File: config.mk
export PLATFORM = sky130hd
export DESIGN_NAME = ball_motion_ctrl
export DESIGN_NICKNAME = d
export VERILOG_FILES = /design/src/rtl/ball_motion_ctrl.sv
export SDC_FILE = /design/constraint.sdc
export NUM_CORES = 1
export LEC_CHECK = 0
export BUFFER_PORTS_ARGS = -buffer_cell sky130_fd_sc_hd__buf_2
export CAP_MARGIN = 20
export CORE_UTILIZATION = 50
export DETAILED_ROUTE_END_ITERATION = 8
export PLACE_DENSITY = 0.73
export SYNTH_ARGS = -nofsm -noshare
export SYNTH_HDL_FRONTEND = slang
export SYNTH_SLANG_ARGS = --single-unit
File: constraint.sdc
create_clock -name clk -period 2.1 [get_ports clk]
set_input_delay 0.105 -clock clk [delete_from_list [all_inputs] [get_ports clk]]
set_output_delay 0.105 -clock clk [all_outputs]
set_load 0.03 [all_outputs]
File: src/rtl/ball_motion_ctrl.sv
// Frame-synchronous bouncing-ball motion controller: steps the ball centre once per enabled frame inside a bounding box.
// Optional saturating bounce counter is built when BALL_MOTION_BOUNCE_CNT_EN is defined.
module ball_motion_ctrl #(
  parameter int H_MIN     = 100,
  parameter int H_MAX     = 540,
  parameter int V_MIN     = 100,
  parameter int V_MAX     = 380,
  parameter int X_INIT    = 320,
  parameter int Y_INIT    = 240,
  parameter int FRAME_DIV = 1
) (
  input  logic       clk,
  input  logic       reset,
  input  logic       frame_tick,
  input  logic       pause,
  input  logic [2:0] speed,
  output logic [9:0] ball_x,
  output logic [9:0] ball_y,
  output logic       dir_x,
  output logic       dir_y,
  output logic       busy,
  output logic       bounce,
  output logic [7:0] bounce_count
);

  localparam logic [9:0] H_MIN_C  = 10'(H_MIN);
  localparam logic [9:0] H_MAX_C  = 10'(H_MAX);
  localparam logic [9:0] V_MIN_C  = 10'(V_MIN);
  localparam logic [9:0] V_MAX_C  = 10'(V_MAX);
  localparam logic [9:0] X_INIT_C = 10'(X_INIT);
  localparam logic [9:0] Y_INIT_C = 10'(Y_INIT);
  localparam logic [7:0] DIV_LAST = 8'(FRAME_DIV - 1);

  typedef enum logic [0:0] {IDLE = 1'b0, STEP = 1'b1} state_t;

  state_t     state_r;
  logic [9:0] ball_x_r, ball_y_r;
  logic       dir_x_r, dir_y_r, busy_r, bounce_r;
  logic [7:0] frame_cnt_r;
  logic [2:0] steps_left_r;

  logic [9:0] nx_s, ny_s;
  logic       ndir_x_s, ndir_y_s, flip_x_s, flip_y_s;
  logic       tick_live_s, frame_wrap_s;

  // One-pixel step on one axis; returns {flip, new_dir, new_pos}.
  function automatic logic [11:0] step_axis(input logic [9:0] pos, input logic dir,
                                            input logic [9:0] lo, input logic [9:0] hi);
    logic [11:0] res;
    if (dir && (pos >= hi)) begin
      res = {1'b1, 1'b0, pos - 10'd1};
    end else if (!dir && (pos <= lo)) begin
      res = {1'b1, 1'b1, pos + 10'd1};
    end else if (dir) begin
      res = {1'b0, 1'b1, pos + 10'd1};
    end else begin
      res = {1'b0, 1'b0, pos - 10'd1};
    end
    return res;
  endfunction

  // Next-step position/direction for both axes plus divider decode.
  always_comb begin
    {flip_x_s, ndir_x_s, nx_s} = step_axis(ball_x_r, dir_x_r, H_MIN_C, H_MAX_C);
    {flip_y_s, ndir_y_s, ny_s} = step_axis(ball_y_r, dir_y_r, V_MIN_C, V_MAX_C);
    tick_live_s  = frame_tick & ~pause;
    frame_wrap_s = (frame_cnt_r == DIV_LAST);
  end

  // Motion FSM, frame divider and registered outputs.
  always_ff @(posedge clk) begin
    if (reset) begin
      state_r      <= IDLE;
      ball_x_r     <= X_INIT_C;
      ball_y_r     <= Y_INIT_C;
      dir_x_r      <= 1'b1;
      dir_y_r      <= 1'b1;
      busy_r       <= 1'b0;
      bounce_r     <= 1'b0;
      frame_cnt_r  <= 8'd0;
      steps_left_r <= 3'd0;
    end else begin
      bounce_r <= 1'b0;
      // Divider keeps counting ticks during a burst; only IDLE may load one.
      if (tick_live_s) begin
        frame_cnt_r <= frame_wrap_s ? 8'd0 : frame_cnt_r + 8'd1;
      end else begin
        frame_cnt_r <= frame_cnt_r;
      end
      case (state_r)
        IDLE: begin
          if (tick_live_s && frame_wrap_s && (speed != 3'd0)) begin
            steps_left_r <= speed;
            state_r      <= STEP;
            busy_r       <= 1'b1;
          end else begin
            busy_r <= 1'b0;
          end
        end
        STEP: begin
          ball_x_r     <= nx_s;
          ball_y_r     <= ny_s;
          dir_x_r      <= ndir_x_s;
          dir_y_r      <= ndir_y_s;
          bounce_r     <= flip_x_s | flip_y_s;
          steps_left_r <= steps_left_r - 3'd1;
          if (steps_left_r == 3'd1) begin
            state_r <= IDLE;
            busy_r  <= 1'b0;
          end else begin
            busy_r <= 1'b1;
          end
        end
        default: begin
          state_r <= IDLE;
          busy_r  <= 1'b0;
        end
      endcase
    end
  end

`ifdef BALL_MOTION_BOUNCE_CNT_EN
  logic [7:0] bounce_cnt_r;

  // Saturating count of direction flips, updated with the causing step.
  always_ff @(posedge clk) begin
    if (reset) begin
      bounce_cnt_r <= 8'd0;
    end else if ((state_r == STEP) && (flip_x_s | flip_y_s) && (bounce_cnt_r != 8'd255)) begin
      bounce_cnt_r <= bounce_cnt_r + 8'd1;
    end else begin
      bounce_cnt_r <= bounce_cnt_r;
    end
  end

  assign bounce_count = bounce_cnt_r;
`else
  assign bounce_count = 8'd0;
`endif

  assign ball_x = ball_x_r;
  assign ball_y = ball_y_r;
  assign dir_x  = dir_x_r;
  assign dir_y  = dir_y_r;
  assign busy   = busy_r;
  assign bounce = bounce_r;

endmodule

# --- Yosys cells after proc, flatten, opt, wreduce, memory -nomap -nowiden ---
# Index checks and enable logic that the tools add are counted.
# W data, S select, Z words.
totals:
  in_bits: 7
  ff_bits: 35
  word_cells: 47
  output_inout_bits: 32
op_classes:
  n_lt_le_gt_ge: 4
  reduce_logical: 11
  muxes: 12
  n_addsub: 6
  eq_ne: 2
  n_bitwise: 4
ops:
  columns: ["op", "count"]
  rows:
  - ["$mux W12", 4]
  - ["$mux W11", 2]
  - ["$add A10 B1 Y10 const B", 2]
  - ["$le A10 B7 Y1 const B", 2]
  - ["$sub A10 B1 Y10 const B", 2]
  - ["$ge A10 B10 Y1 const B", 1]
  - ["$ge A10 B9 Y1 const B", 1]
  - ["$add A8 B1 Y8 const B", 1]
  - ["$logic_not A8 Y1", 1]
  - ["$mux W8", 1]
  - ["$logic_and A1 B1 Y1", 6]
  - ["$pmux W3 S2", 1]
  - ["$eq A3 B1 Y1 const B", 1]
  - ["$mux W3", 1]
  - ["$reduce_bool A3 Y1", 1]
  - ["$sub A3 B1 Y3 const B", 1]
  - ["$logic_not A1 Y1", 2]
  - ["$mux W1", 2]
  - ["$ne A2 B2 Y1 const B", 1]
  - ["$not A1 Y1", 2]
  - ["$pmux W1 S2", 1]
  - ["$reduce_or A2 Y1", 1]
  - ["$and A1 B1 Y1", 1]
  - ["$or A1 B1 Y1", 1]

# --- Logic depth before layout (Yosys ltp) ---
# Gate-level depths: netlist of the first run.
logic_depth:
  ltp_word: 6
  depth_mapped: 10
  mapped_depth_nobuf: 8

# --- Worst setup path after synthesis of the first run ---
# OpenSTA, ideal clock, no wires.
synth_path:
  kind: "reg-to-reg"
  startpoint: "register ball_y_r[0], in the netlist ball_y[0]"
  endpoint: "register ball_y_r[7], in the netlist ball_y[7]"
  required_ns: 1.983
  t_arrival_ns: 2.167
  path_buffers: 1
  path_stages_with_launch: 10
  setup_slack_ns: -0.184
  setup_ns: 0.117
  period_less_slack_ns: 2.284
  path_cell_list: "dfxtp_1 -> clkbuf_1 -> inv_1 -> ha_1 -> nand2b_1 -> a21oi_1 -> o221ai_4 -> mux2i_1 -> xor2_1 -> nand2b_1"
synth_between:
  elab_chain_cells: 4
  elab_cells_between_ends: 9
  cone_classes: "2 x add/sub; 2 x order compare; 3 x mux; 2 x reduce/logical"
synth_rtl:
  columns: ["item", "line", "source"]
  rows:
  - ["start: declaration", "37", "logic [9:0] ball_x_r, ball_y_r;"]
  - ["start signal: assignment", "102", "ball_y_r <= ny_s;"]
  - ["$sub A10 B1 Y10, or another cell as far along", "51, 57", null]
  - ["$mux W11 or $logic_and A1 B1 Y1 (tied branches)", "54, 52", null]
  - ["$mux W12", "52", "end else if (!dir && (pos <= lo)) begin"]
  - ["$mux W12 (*)", "50", "if (dir && (pos >= hi)) begin"]
# Every way passes the cells marked *; elsewhere a longest branch is shown, timed or not.
# A chain may end at the register's enable or synchronous reset.

# --- Final worst setup path of the first run ---
layout_path:
  startpoint: "register ball_x_r[8], in the netlist ball_x[8]"
  endpoint: "register ball_x_r[2], in the netlist ball_x[2]"
layout_between:
  elab_chain_cells: 4
  elab_cells_between_ends: 6
  cone_classes: "2 x order compare; 2 x mux; 2 x reduce/logical"
layout_rtl:
  columns: ["item", "line", "source"]
  rows:
  - ["start: declaration", "37", null]
  - ["start signal: assignment", "101", "ball_x_r <= nx_s;"]
  - ["$le A10 B7 Y1", "52", null]
  - ["$logic_and A1 B1 Y1", "52", null]
  - ["$mux W12", "52", null]
  - ["$mux W12 (*)", "50", null]
# Marks and branches as above.

==> results of run 1 <==
## power breakdown
group / switching, uW / internal (uW)
sequential: 14.4 / 681
combinational: 130 / 73.5
clock: 263 / 473
total: 407 / 1230
## cell type report
| class | count | area (um^2) |
|---|---|---|
| inverter | 13 | 48.8 |
| sequential | 35 | 706 |
| clock buffer | 5 | 68.8 |
| tap | 50 | 62.6 |
| clock inverter | 3 | 67.6 |
| fill | 371 | 1530 |
| multi-input combinational | 201 | 1330 |
| timing repair buffer | 47 | 278 |
## flip-flops by register name, summed over array words and instances (netlist names)
register,flops
busy,1
frame_cnt_r,8
ball_x,10
ball_y,10
dir_y,1
dir_x,1
bounce,1
steps_left_r,3
## synth_stat cells (all sizes together) (3+ instances only)
cell type,number
ha,8
nor4,3
nand4,9
o21ai,4
xor2,12
nand3,9
a21oi,6
a211oi,8
xnor2,13
inv,13
nand2b,13
dfxtp,35
nor2,42
nand2,14
nor3,9
and4,4
buf,11
clkbuf,10
mux2i,14
## repair_timing
item | in CTS | in global routing
gates resized for setup | 0 | 3
setup buffers | 0 | 4
endpoints found under the setup margin | 0 | 5
hold buffers | 0 | 0
## per-stage QoR
stage               hold slack, ps  utilization
floorplan                      439            -
global placement               507        0.584
detailed placement             520        0.584
CTS                            258        0.617
global route                   273        0.627
finish                         257        0.627
## layer usage
layer / track usage / vias to the layer above / routed length, um
met1: 0.280 / 887 / 2110
met5: 0 / - / 0
met2: 0.328 / 70 / 2160
li1: - / 962 / -
met4: 0.0911 / 0 / 66
met3: 0.0667 / 7 / 281
## kinds of logic (layout without fill, tap and decap cells)
family          count (synthesis)  in the layout  share of synthesized area
simple gates                  116            116                      0.272
flops                          35             35                      0.321
buf+inv                        34             68                     0.0871
compound gates                 28             28                     0.0963
xor+xnor                       25             25                      0.100
mux                            16             16                     0.0762
fa+ha+maj                       8              8                     0.0458
other cells                     1              8                    0.00172
## critical path: cells and delay by family, from the launching register on
family,cells,cell delay (ps)
AND/OR/NAND/NOR,2,490
flip-flops,1,350
AO/OA/AOI/OAI,3,700
buffers and inverters,1,190
multiplexers,1,310
## final timing paths
path	start	end	slack [ps]	cells after the start
worst min register to register	steps_left_r[0]$_SDFFE_PP0P_	steps_left_r[0]$_SDFFE_PP0P_	540	1
worst max register to register	ball_x[8]$_SDFFE_PP1P_	ball_x[2]$_SDFFE_PP0P_	1	7
worst min-delay path	reset	ball_y[2]$_SDFFE_PP0P_	260	2
worst max-delay path	ball_x[8]$_SDFFE_PP1P_	ball_x[2]$_SDFFE_PP0P_	1	7
==> results_dict.tcl, run 1 <==
set metrics [dict create \
    fin_total_pwr_uw 1640 \
    cp_cell_sequence "or2_4 -> o41a_1 -> nor3_2 -> buf_4 -> mux2_4 -> a21oi_1 -> a31o_1" \
    drc 0 \
    worst_path_max_delay_cell "o41a_1" \
    holdCritPathClass "in2reg" \
    p_leak_uw 0.00112 \
    synthesis.area_um2 2180 \
    area_growth_pct 17.3 \
    period_share 0.999 \
    drive_gt1_frac 0.230 \
    start_util 0.534 \
    yosysWarnings 0 \
    drt_first_pass_iters 4 \
    max_stage_delay_ps 420 \
    seq_area_frac_synth 0.321 \
    synth-async-reset-ratio 0 \
    grt_pass1_vias 1705 \
    cp.arrival_ps 2330 \
    vias 1926 \
    dieHeight_um 68.1 \
    report.final.slew_viol_count 0 \
    cp_max_fo 5 \
    dieArea_um2 4630 \
    routedWlPerCell_um 13.0 \
    max-vdd-ir-drop_mv 0.370 \
    gp_congestion 0.807 \
    syn_area_per_cell_um2 8.30 \
    fin_nets 318 \
    fin_area_um2 2560 \
    num_rows 23 \
    routed_wl_mm 4.62 \
    synth_ff_type "dfxtp_1" \
    dp_cells 342 \
    synth_edf_count 0 \
    drtAntennaViolNets 0 \
    dpl_cell_area_um2 2390 \
    cts_tree "done" \
    finalWorstSetupSlack_ps 1.24 \
    fin_cells 354 \
    synth.area.top_cells "dfxtp_1 (32%), nor2_1 (7.2%), mux2i_1 (6.4%), xnor2_1 (5.2%), xor2_1 (4.8%)" \
    layout_commonest_cell "nor2_1" \
    synth_top_area_frac 0.321 \
    fmax_ghz 0.476 \
    fin_crit_ps 2100 \
    start_kind "flop" \
    synth.largest_area_cell "dfxtp_1" \
    clk_pin_slew_ps 80 \
    hpwlAfterDp_mm 3.06 \
    setup_violations 0 \
    drt_iter0_drc 210 \
    dieWidth_um 68.1 \
    cts_buffers 5 \
    grt_max_degree 32 \
    htree_levels 2 \
    finalHoldViolations 0 \
    ys_ff_latch 35 \
    port_buffers 30 \
    skew_ps 9.98 \
    diodes 0 \
    crit_type "reg2reg" \
    netlist_instances 263 \
    final_cell_mix "nor2_1 (42), dfxtp_1 (31), buf_2 (30)" \
    synth_cell_types 47 \
    viasPerCell 5.44 \
    grt_usage 0.216 \
    end_kind "flop" \
    cts_sinks 35 \
    core_area_um2 4090 \
    clk_latency_ps 300 \
    fin_tns_setup_ps 0 \
    cts_root_buf "clkbuf_8" \
    cts.path.max_buffers 2 \
    grt_antenna_before_repair 0 \
    worst_ep_required_time_ps 2330 \
    cap_violations 0 \
    pre_cts_slack_ps 112 \
    power.density_nw_per_um2 638 \
    ios 39 \
    overflow 0 \
    grt_pass1_wl_mm 7.62 \
    status "finished, final reports clean" \
]
No activity file was read; power rests on OpenSTA's default activity.
==> run 2, diff against run 1 <==
- CELL_PAD_IN_SITES_DETAIL_PLACEMENT: default -> 1
- CELL_PAD_IN_SITES_GLOBAL_PLACEMENT: default -> 1
- CORE_UTILIZATION: 50 -> 37
- MAX_ROUTING_LAYER: default -> met4
- PLACE_DENSITY: 0.73 -> 0.72
==> run 2 against run 1 <==
  * Critical path depth stayed put
  * Die area grew 34%
  * Fmax is 5.5% higher
  * Core utilization down 17 points
  * Clock skew fell by 3.3 ps
  * Register-to-register slack gained 110 ps
  * Clock-buffer cell count grew 3
  * Clock power decreased by 26%
==> results_dict.tcl, run 2 (synthesized netlist as in run 1, its figures left out) <==
set metrics [dict create \
    drtAntennaViolNets 0 \
    pre_cts_slack_ps 14.7 \
    htree_levels 2 \
    slew_headroom 0.661 \
    gp_congestion 0.806 \
    grt_antenna_before_repair 0 \
    finalWorstSetupSlack_ps 111 \
    setup_violations 0 \
    report.final.slew_viol_count 0 \
    skew_ps 6.73 \
    cp_cell_sequence "and3_4 -> o41a_1 -> nor3_2 -> buf_4 -> mux2_4 -> a21oi_1 -> a31o_1" \
    fin_nets 316 \
    diodes 0 \
    dieWidth_um 78.8 \
    multi_input_area_um2 1350 \
    ios 39 \
    cts_tree "done" \
    fmax_ghz 0.503 \
    clk_pin_slew_ps 70 \
    status "finished, final reports clean" \
    routedWlPerCell_um 13.8 \
    hpwlAfterDp_mm 3.72 \
    cp.arrival_ps 2220 \
    n_fill_cell 729 \
    rsz0062_at_grt "no" \
    viasPerCell 5.14 \
    seqPwrFrac 0.485 \
    cts_buffers 5 \
    max-vdd-ir-drop_mv 0.286 \
    clkPwrFrac 0.377 \
    cts.path.max_buffers 2 \
    ff_latch_area_um2 709 \
    netSwitchingFraction 0.270 \
    dieArea_um2 6210 \
    drc 0 \
    grt_pass1_wl_mm 8.75 \
    grt_pass1_vias 1866 \
    cts_sinks 35 \
    end_kind "flop" \
    drt_iter0_drc 89 \
    fin_tns_setup_ps 0 \
    routed_wl_mm 5.15 \
    cp_max_fo 6 \
    fin_crit_ps 1990 \
    drive_gt1_frac 0.228 \
    p_switching_uw 389 \
    p_int_uw 1050 \
    start_kind "flop" \
    worst_ep_required_time_ps 2330 \
    start_util 0.389 \
    combPwrFrac 0.138 \
    holdCritPathClass "in2reg" \
    worst_path_max_delay_cell "o41a_1" \
    area_growth_pct 17.2 \
    clk_latency_ps 280 \
    period_share 0.947 \
    finalHoldViolations 0 \
    tightestPinTransition_ps 509 \
    dieHeight_um 78.8 \
    crit_type "reg2reg" \
    layout_commonest_cell "nor2_1" \
    power.density_nw_per_um2 562 \
    core_area_um2 5610 \
    vias 1924 \
    overflow 0 \
    fin_total_pwr_uw 1440 \
    num_rows 27 \
    p_leak_uw 0.00108 \
    cap_violations 0 \
    grt_usage 0.182 \
    port_buffers 30 \
    grt_max_degree 32 \
    final_cell_mix "nor2_1 (42), dfxtp_1 (32), buf_2 (30)" \
    drt_first_pass_iters 4 \
    cts_root_buf "clkbuf_8" \
    max_stage_delay_ps 420 \
]
[run 2: changes by cell type in the layout (fill, tap and decap cells not counted), sizes merged]
cell      before  now
clkbuf         5    8
bufinv         2    0
buf           47   45
clkinvlp       1    0
[run 2: path summary, 6_finish.rpt]
check	from	slack, ps	depth (start not counted)	endpoint
setup / recovery	ball_x[4]$_SDFFE_PP0P_	110	7	ball_x[2]$_SDFFE_PP0P_
hold reg to reg	steps_left_r[0]$_SDFFE_PP0P_	530	1	steps_left_r[0]$_SDFFE_PP0P_
hold / removal	reset	270	2	ball_x[4]$_SDFFE_PP0P_
setup reg to reg	ball_x[4]$_SDFFE_PP0P_	110	7	ball_x[2]$_SDFFE_PP0P_
[run 2: through the flow]
step | utilization | hold slack [ps] | instance area, um^2 | std cells
after floorplan | - | 439 | 2220 | 270
after global placement | 0.432 | 510 | 2420 | 365
after detailed placement | 0.432 | 526 | 2420 | 365
after CTS | 0.450 | 277 | 2520 | 373
after global routing | 0.456 | 302 | 2560 | 374
final | 0.456 | 272 | 2560 | 374
[run 2: timing repair]
item / CTS / global route
hold buffers: 0 / 0
endpoints found under the setup margin: 0 / 9
gates resized for setup: 0 / 8
setup buffers: 0 / 1
[run 2: layout make-up]
cell class	count	area share
Clock buffer	8	0.0391
Inverter	13	0.0191
Multi-Input combinational cell	201	0.527
Sequential cell	35	0.277
Tap cell	72	0.0352
Timing Repair Buffer	45	0.103
[run 2: power groups by stage]
stage	Sequential (uW)	Clock (uW)	Combinational, uW
2_1_floorplan	725	0	156
3_3_place_gp	714	0	194
3_5_place_dp	715	0	199
4_1_cts	700	564	201
5_1_grt	702	594	222
6_report	699	542	199
[run 2: worst max-delay path: cells and delay by family (launching register included)]
kind	cells	cell delay (ps)
DFF	1	350
AOI/OAI and AO/OA	3	690
muxes	1	310
and+or+nand+nor	2	410
buffers and inverters	1	190
[run 2: per-layer routing]
metal | vias to the layer above | wire length [um] | track usage
met1 | 935 | 2430 | 0.229
met5 | - | 0 | -
met3 | 6 | 146 | 0.0345
li1 | 956 | - | -
met4 | 0 | 46 | 0.0455
met2 | 27 | 2530 | 0.301
==> run 3, diff against run 2 <==
- BUFFER_PORTS_ARGS: -buffer_cell sky130_fd_sc_hd__buf_2 -> default
- CORE_UTILIZATION: 37 -> 42
- DONT_BUFFER_PORTS: default -> 1
- PLACE_DENSITY: 0.72 -> 0.81
==> run 3 against run 2 <==
  * Sequential power is 0.9% lower
  * Via count is 1.9% lower
  * Global-route usage is 4.3 points higher
  * First-iteration DRC count is 13% lower
  * Routed wire length is 3.4% higher
  * Hold slack worse by 220 ps
  * Setup slack worse by 4.4 ps
  * Largest power group unchanged
==> results_dict.tcl, run 3 (synthesized netlist as in run 1, its figures left out) <==
set metrics [dict create \
    start_util 0.450 \
    ios 39 \
    drtAntennaViolNets 0 \
    gp_congestion 0.800 \
    holdCritPathClass "in2reg" \
    p_leak_uw 0.00105 \
    clkPwrFrac 0.380 \
    p_switching_uw 398 \
    drt_iter0_drc 77 \
    clk_pin_slew_ps 70 \
    dieWidth_um 74.1 \
    cp_max_fo 10 \
    crit_type "reg2reg" \
    combPwrFrac 0.141 \
    start_kind "flop" \
    num_rows 25 \
    cap_violations 0 \
    drive_gt1_frac 0.167 \
    cts_tree "done" \
    setup_violations 0 \
    rsz0062_at_grt "no" \
    dieArea_um2 5490 \
    cts_buffers 5 \
    power.density_nw_per_um2 577 \
    drc 0 \
    finalWorstSetupSlack_ps 107 \
    worst_ep_required_time_ps 2340 \
    port_buffers 0 \
    viasPerCell 5.33 \
    finalHoldViolations 0 \
    period_share 0.949 \
    p_int_uw 1050 \
    final_util 0.517 \
    seqPwrFrac 0.479 \
    end_kind "flop" \
    grt_pass1_wl_mm 9.20 \
    dieHeight_um 74.1 \
    grt_pass1_vias 1990 \
    diodes 0 \
    layout_commonest_cell "nor2_1" \
    fin_tns_setup_ps 0 \
    drt_first_pass_iters 4 \
    netSwitchingFraction 0.274 \
    grt_max_degree 32 \
    tightestPinTransition_ps 995 \
    vias 1887 \
    report.final.slew_viol_count 0 \
    pre_cts_slack_ps 123 \
    status "finished, final reports clean" \
    fin_crit_ps 1990 \
    htree_levels 2 \
    grt_usage 0.225 \
    overflow 0 \
    fmax_ghz 0.502 \
    clk_latency_ps 300 \
    hpwlAfterDp_mm 3.89 \
    routed_wl_mm 5.33 \
    max-vdd-ir-drop_mv 0.354 \
    area_growth_pct 14.9 \
    post_cts_buffers 0 \
    cts_root_buf "clkbuf_8" \
    skew_ps 3.94 \
    cp.arrival_ps 2230 \
    timing.hold.ws_ps 56.0 \
    routedWlPerCell_um 15.0 \
    cts_sinks 35 \
    fin_nets 301 \
    slew_headroom 0.335 \
    grt_antenna_before_repair 0 \
    core_area_um2 4850 \
    final_cell_mix "nor2_1 (42), dfxtp_1 (32), buf_4 (27)" \
    cts.path.max_buffers 2 \
    n_fill_cell 606 \
]
[run 3: routing by layer]
layer	track usage	vias up	share of wire
met2	0.371	28	0.49
li1	-	929	-
met5	-	-	0
met1	0.271	923	0.46
met4	0.0641	0	0.013
met3	0.0556	7	0.033
[run 3: repair_timing]
item                                    in CTS  in global routing
endpoints found under the setup margin       0                  5
hold buffers                                 2                  0
endpoints found under the hold margin       25                  0
resized for setup                            0                  1
[run 3: per-stage QoR]
stage / total power, uW / cell area (um^2) / instances
6_report: 1450 / 2510 / 354
5_1_grt: 1500 / 2510 / 354
4_1_cts: 1460 / 2500 / 354
3_5_place_dp: 901 / 2380 / 344
3_3_place_gp: 895 / 2380 / 344
2_1_floorplan: 881 / 2220 / 270
[run 3: worst max-delay path, stage by stage (launching register included)]
cell and delay, ps:
dfxtp_1 320, or2_1 250, o41a_1 370, nor3_2 240, buf_12 170, mux2_4 310
a21oi_1 160, a31o_1 110
[run 3: path summary, 6_finish.rpt]
check	start	to	slack (ps)	cells past startpoint
setup / recovery	ball_x[7]$_SDFFE_PP0P_	ball_x[2]$_SDFFE_PP0P_	110	7
hold / removal	reset	ball_x[2]$_SDFFE_PP0P_	60	2
setup reg to reg	ball_x[7]$_SDFFE_PP0P_	ball_x[2]$_SDFFE_PP0P_	110	7
hold reg to reg	steps_left_r[0]$_SDFFE_PP0P_	steps_left_r[0]$_SDFFE_PP0P_	520	1
[run 3: cell type report]
class	count	area, um^2	area share
multi-input combinational	201	1330	0.530
inverter	13	48.8	0.0195
sequential	35	704	0.281
clock buffer	8	100	0.0399
timing repair buffer	30	243	0.0968
tap	67	83.8	0.0334
[run 3: power by group through the flow]
stage / Combinational [uW] / Sequential (uW) / Clock, uW
after floorplan: 156 / 725 / 0
after global placement: 187 / 708 / 0
after detailed placement: 193 / 709 / 0
after CTS: 204 / 693 / 563
after global routing: 225 / 696 / 580
final: 205 / 693 / 551
